<file path="src/rtl/rv_regfile_sb.sv">
// rv_regfile_sb: integer register file with a per-register pending-write
// scoreboard. It has two combinational read ports, one writeback port, and
// stall generation for RAW/WAW hazards at issue.
module rv_regfile_sb #(
  parameter int XLEN    = 32,
  parameter int NREG    = 32,
  parameter int AW      = 5,
  parameter bit BYPASS  = 1'b1,
  parameter bit ZERO_X0 = 1'b1
) (
  input  logic            clk,
  input  logic            rst,
  input  logic [AW-1:0]   ra1,
  input  logic [AW-1:0]   ra2,
  output logic [XLEN-1:0] rd1,
  output logic [XLEN-1:0] rd2,
  input  logic            we,
  input  logic [AW-1:0]   wa,
  input  logic [XLEN-1:0] wd,
  input  logic            iss_valid,
  input  logic            iss_use1,
  input  logic            iss_use2,
  input  logic            iss_wen,
  input  logic [AW-1:0]   iss_rd,
  output logic            stall,
  output logic [NREG-1:0] pend_vec,
  output logic [AW:0]     pend_cnt
);

  logic [XLEN-1:0] r_regs [NREG];
  logic [NREG-1:0] r_pend;
  logic [AW:0]     r_cnt;

  logic            w_wr_drop;
  logic            w_byp1;
  logic            w_byp2;
  logic            w_raw1;
  logic            w_raw2;
  logic            w_waw;
  logic            w_stall;
  logic            w_set;
  logic [NREG-1:0] w_pend_nxt;
  logic [AW:0]     w_cnt_nxt;

  // Writes to x0 are discarded so it always reads back as zero.
  assign w_wr_drop = ZERO_X0 && (wa == '0);

  // Same-cycle writeback forwarding matches per read port.
  assign w_byp1 = BYPASS && we && (wa == ra1);
  assign w_byp2 = BYPASS && we && (wa == ra2);

  // Combinational read ports: x0, then forwarded writeback, then array.
  always_comb begin
    rd1 = r_regs[ra1];
    rd2 = r_regs[ra2];
    if (w_byp1) rd1 = wd;
    if (w_byp2) rd2 = wd;
    if (ZERO_X0 && (ra1 == '0)) rd1 = '0;
    if (ZERO_X0 && (ra2 == '0)) rd2 = '0;
    if (rst) begin
      rd1 = '0;
      rd2 = '0;
    end
  end

  // Hazard detection. A WAW hazard is cleared when the older producer
  // retires in this same cycle, even when forwarding is disabled.
  assign w_raw1  = iss_use1 && r_pend[ra1] && !w_byp1;
  assign w_raw2  = iss_use2 && r_pend[ra2] && !w_byp2;
  assign w_waw   = iss_wen && r_pend[iss_rd] && !(we && (wa == iss_rd));
  assign w_stall = iss_valid && (w_raw1 || w_raw2 || w_waw);
  assign stall   = w_stall && !rst;

  assign w_set = iss_valid && iss_wen && !w_stall &&
                 !(ZERO_X0 && (iss_rd == '0));

  // Next pending vector. The set is applied after the clear, so a new
  // producer wins over a retiring one on the same register.
  always_comb begin
    w_pend_nxt = r_pend;
    if (we) w_pend_nxt[wa] = 1'b0;
    if (w_set) w_pend_nxt[iss_rd] = 1'b1;
    if (ZERO_X0) w_pend_nxt[0] = 1'b0;
  end

  // Population count of the next pending vector, registered with it.
  always_comb begin
    w_cnt_nxt = '0;
    for (int i = 0; i < NREG; i++) begin
      w_cnt_nxt = w_cnt_nxt + (AW+1)'(w_pend_nxt[i]);
    end
  end

  // Scoreboard state: the pending bits and their count.
  always_ff @(posedge clk) begin
    if (rst) begin
      r_pend <= '0;
      r_cnt  <= '0;
    end else begin
      r_pend <= w_pend_nxt;
      r_cnt  <= w_cnt_nxt;
    end
  end

  // Register array. Reset clears every entry.
  always_ff @(posedge clk) begin
    if (rst) begin
      for (int i = 0; i < NREG; i++) r_regs[i] <= '0;
    end else if (we && !w_wr_drop) begin
      r_regs[wa] <= wd;
    end
  end

  assign pend_vec = r_pend;
  assign pend_cnt = r_cnt;

endmodule

</file>
<file path="config.mk">
export PLATFORM = sky130hd
export DESIGN_NAME = rv_regfile_sb
export DESIGN_NICKNAME = d
export VERILOG_FILES = /design/src/rtl/rv_regfile_sb.sv
export SDC_FILE = /design/constraint.sdc
export NUM_CORES = 2
export LEC_CHECK = 0
export CORE_ASPECT_RATIO = 1.25
export CORE_MARGIN = 10
export CORE_UTILIZATION = 25
export CTS_CLUSTER_DIAMETER = 50
export CTS_CLUSTER_SIZE = 12
export DETAILED_ROUTE_END_ITERATION = 16
export PLACE_DENSITY = 0.42
export SETUP_SLACK_MARGIN = 0.2
export SYNTH_ARGS = -nofsm -noshare
export SYNTH_HDL_FRONTEND = slang
export SYNTH_SLANG_ARGS = --single-unit
export TNS_END_PERCENT = 20
</file>
<file path="constraint.sdc">
create_clock -name clk -period 12.05 [get_ports clk]
set_clock_uncertainty 0.15 [all_clocks]
set_input_delay 3.615 -clock clk [delete_from_list [all_inputs] [get_ports clk]]
set_output_delay 3.615 -clock clk [all_outputs]
set_load 0.01 [all_outputs]
</file>
==> flow_summary.json <==
{
  "status": "finished clean",
  "cts_hold_buffers": 0,
  "post-cts-setup-buffers": 0,
  "finalHoldViolCount": 0,
  "ctsRootBufferMaster": "clkbuf_16",
  "critPathRequiredTime_ps": 8280,
  "cp-endpoint": "rd1[14]",
  "reg2reg_from": "pend_vec[11]",
  "holdWs_ps": 503,
  "p_leak_nw": 22.3,
  "path_class": "in2out",
  "r2r-end": "pend_cnt[4]",
  "grt_pass1_wl_mm": 319,
  "top_usage_layer": "met2",
  "core_area_um2": 233000,
  "portBuffers": 160,
  "slowest_stage": "nand3_4",
  "dr.pass1.iters": 7,
  "dp_hpwl_mm": 132,
  "layout_commonest_cell": "edfxtp_1",
  "die-area_um2": 253000,
  "clockBufferDepth": 3,
  "fmax_mhz": 89.7,
  "yosys_warnings": 0,
  "antenna_found_initial": 32,
  "final_antenna_net_count": 0,
  "rsz0062_at_grt": "no",
  "clkTransAtPathRegs_ps": 60,
  "reg2reg_slack_ps": 5110,
  "synth_area_um2": 58400,
  "arrival_ps": 7380,
  "clk_latency_ps": 780,
  "grt_max_degree": 88,
  "setup_tns_ps": 0,
  "ios": 162,
  "synthArstFlopShare": 0,
  "num_vias": 34659,
  "critPathCaptureType": "output pin",
  "timing.slew.headroom": 0.175,
  "fp.dieW_um": 452,
  "ir_worst_vdd_mv": 0.0948,
  "start_kind": "input pin",
  "post-route-min-period_ps": 11150,
  "fin_util": 0.292,
  "cp_max_fo": 28,
  "first_global_vias": 36251,
  "clock_sinks": 1061,
  "synth_edf_count": 1024,
  "drive_gt1_frac": 0.288,
  "cts_tree": "done",
  "powerDensity_nw_per_um2": 142,
  "crit_chain": "clkdlybuf4s50_1, xor2_1, nor4_1, nand3_4, buf_4, a211oi_1, clkdlybuf4s50_1",
  "wl_mm": 234,
  "ys.flop_type": "edfxtp_1",
  "worst_pin_slew_ps": 1230,
  "worstHoldStart": "pend_vec[1]",
  "hp-class": "reg2reg",
  "met3_usage": 0.0278,
  "hold_depth": 2,
  "nNetsFinal": 3795,
  "syn_to_final_growth_pct": 16.5,
  "grt.overflow.total": 0,
  "yosysUniqueCellTypes": 60,
  "numCtsBuffers": 132,
  "path_common_cell": "clkdlybuf4s50_1",
  "track_usage": 0.181,
  "fin_crit_sh": 0.925,
  "reg2reg_depth": 22,
  "vias_per_cell": 5.02,
  "syn_inst": 3661,
  "use_met2": 0.315,
  "finalSetupViolCount": 0,
  "post_drt_wl_per_cell_um": 33.9,
  "met1_usage": 0.233,
  "ys_ff_latch": 1061,
  "start_util": 0.251,
  "crit_path_max_incr_delay_ps": 710,
  "cap_violations": 0,
  "final_cell_mix": "1024 x edfxtp_1, 993 x and2_1, 657 x mux4_2, 151 x clkdlybuf4s50_1, 138 x clkbuf_16",
  "cts-resized-gates": 0,
  "die_height_um": 560,
  "total_power_mw": 9.63,
  "finalMaxSlewViolations": 0,
  "drcViolationCount": 0,
  "h-tree-depth": 4,
  "place.gp.congestion": 0.774,
  "syn_area_per_cell_um2": 15.9,
  "fillers": 22909,
  "core.rowCount": 198,
  "ys_seq_area_frac": 0.539,
  "crit_start": "wa[4]",
  "drtIter0Drc": 3451
}
==> synth_stat cells, types with 12 or more instances <==
cell,number,share of area
dfxtp_1,37,0.013
nand3b_1,14,0.0018
o21a_1,13,0.0017
buf_1,14,0.00090
edfxtp_1,1024,0.53
nor2_1,108,0.0069
clkbuf_1,251,0.016
o21ai_0,34,0.0029
nand2_1,12,0.00077
a211oi_1,64,0.0082
buf_4,16,0.0021
mux2i_1,77,0.013
o22ai_2,14,0.0030
o22ai_1,13,0.0014
and2_1,993,0.11
inv_1,27,0.0017
mux4_2,657,0.25
or2_2,35,0.0038
buf_6,13,0.0025
buf_2,102,0.0087
fa_1,23,0.0079
==> how the worst min path moves through the flow <==
| stage | end | slack [ps] |
|---|---|---|
| global route | pend_vec[1] | 540 |
| detailed placement | pend_vec[1] | 490 |
| finish | pend_vec[1] | 500 |
| global placement | pend_vec[1] | 510 |
| CTS | pend_vec[1] | 500 |
| floorplan | pend_vec[1] | 370 |
==> flip-flops by register name (all words and copies together), names as in the netlist <==
register,count
pend_cnt,6
pend_vec,31
r_regs,1024
==> where the power goes <==
part           switching, mW  total, mW  internal [mW]
Clock                   1.72       4.10           2.38
Combinational          0.661       1.19          0.530
Sequential            0.0917       4.33           4.24
Total                   2.47       9.63           7.15
==> metrics by stage <==
stage / instances / area (um2) / worst slack [ps]
2_1_floorplan: 3693 / 58500 / 2360
3_3_place_gp: 6672 / 63700 / 714
3_5_place_dp: 6672 / 63700 / 802
4_1_cts: 6894 / 68000 / 882
5_1_grt: 6895 / 68000 / 714
6_report: 6907 / 68000 / 902
==> worst max-delay path: cells and delay by family <==
kind	cells	cell delay, ps
buffers and inverters	3	1800
AND/OR/NAND/NOR	2	1320
AO/OA/AOI/OAI	1	340
XOR/XNOR	1	260
==> logic make-up after synthesis <==
logic type                 after synthesis  share of synthesized area
other                                    1                  0.0000642
adders and majority gates               30                    0.00939
muxes                                  737                      0.267
AOI/OAI and AO/OA                      177                     0.0224
xor gates and xnor gates                18                    0.00270
DFF                                   1061                      0.539
and+or+nand+nor                       1214                      0.127
buffers and inverters                  423                     0.0321
==> area by class of cell <==
type | count | area, um2 | area share
multi-input combinational | 2209 | 25500 | 0.375
inverter | 27 | 111 | 0.00164
clock inverter | 73 | 830 | 0.0122
sequential | 1061 | 31500 | 0.463
antenna | 13 | 32.5 | 0.000478
tap | 3100 | 3880 | 0.0570
timing repair buffer | 275 | 2660 | 0.0392
clock buffer | 149 | 3500 | 0.0515
==> per-layer routing <==
| metal | vias up | wire (um) | share of wire |
|---|---|---|---|
| met5 | - | 52 | 0.00022 |
| met4 | 8 | 6250 | 0.027 |
| met3 | 310 | 13000 | 0.056 |
| met2 | 1286 | 119000 | 0.51 |
| met1 | 18759 | 96000 | 0.41 |
| li1 | 14296 | - | - |
Power figures use the tool's default switching activity.
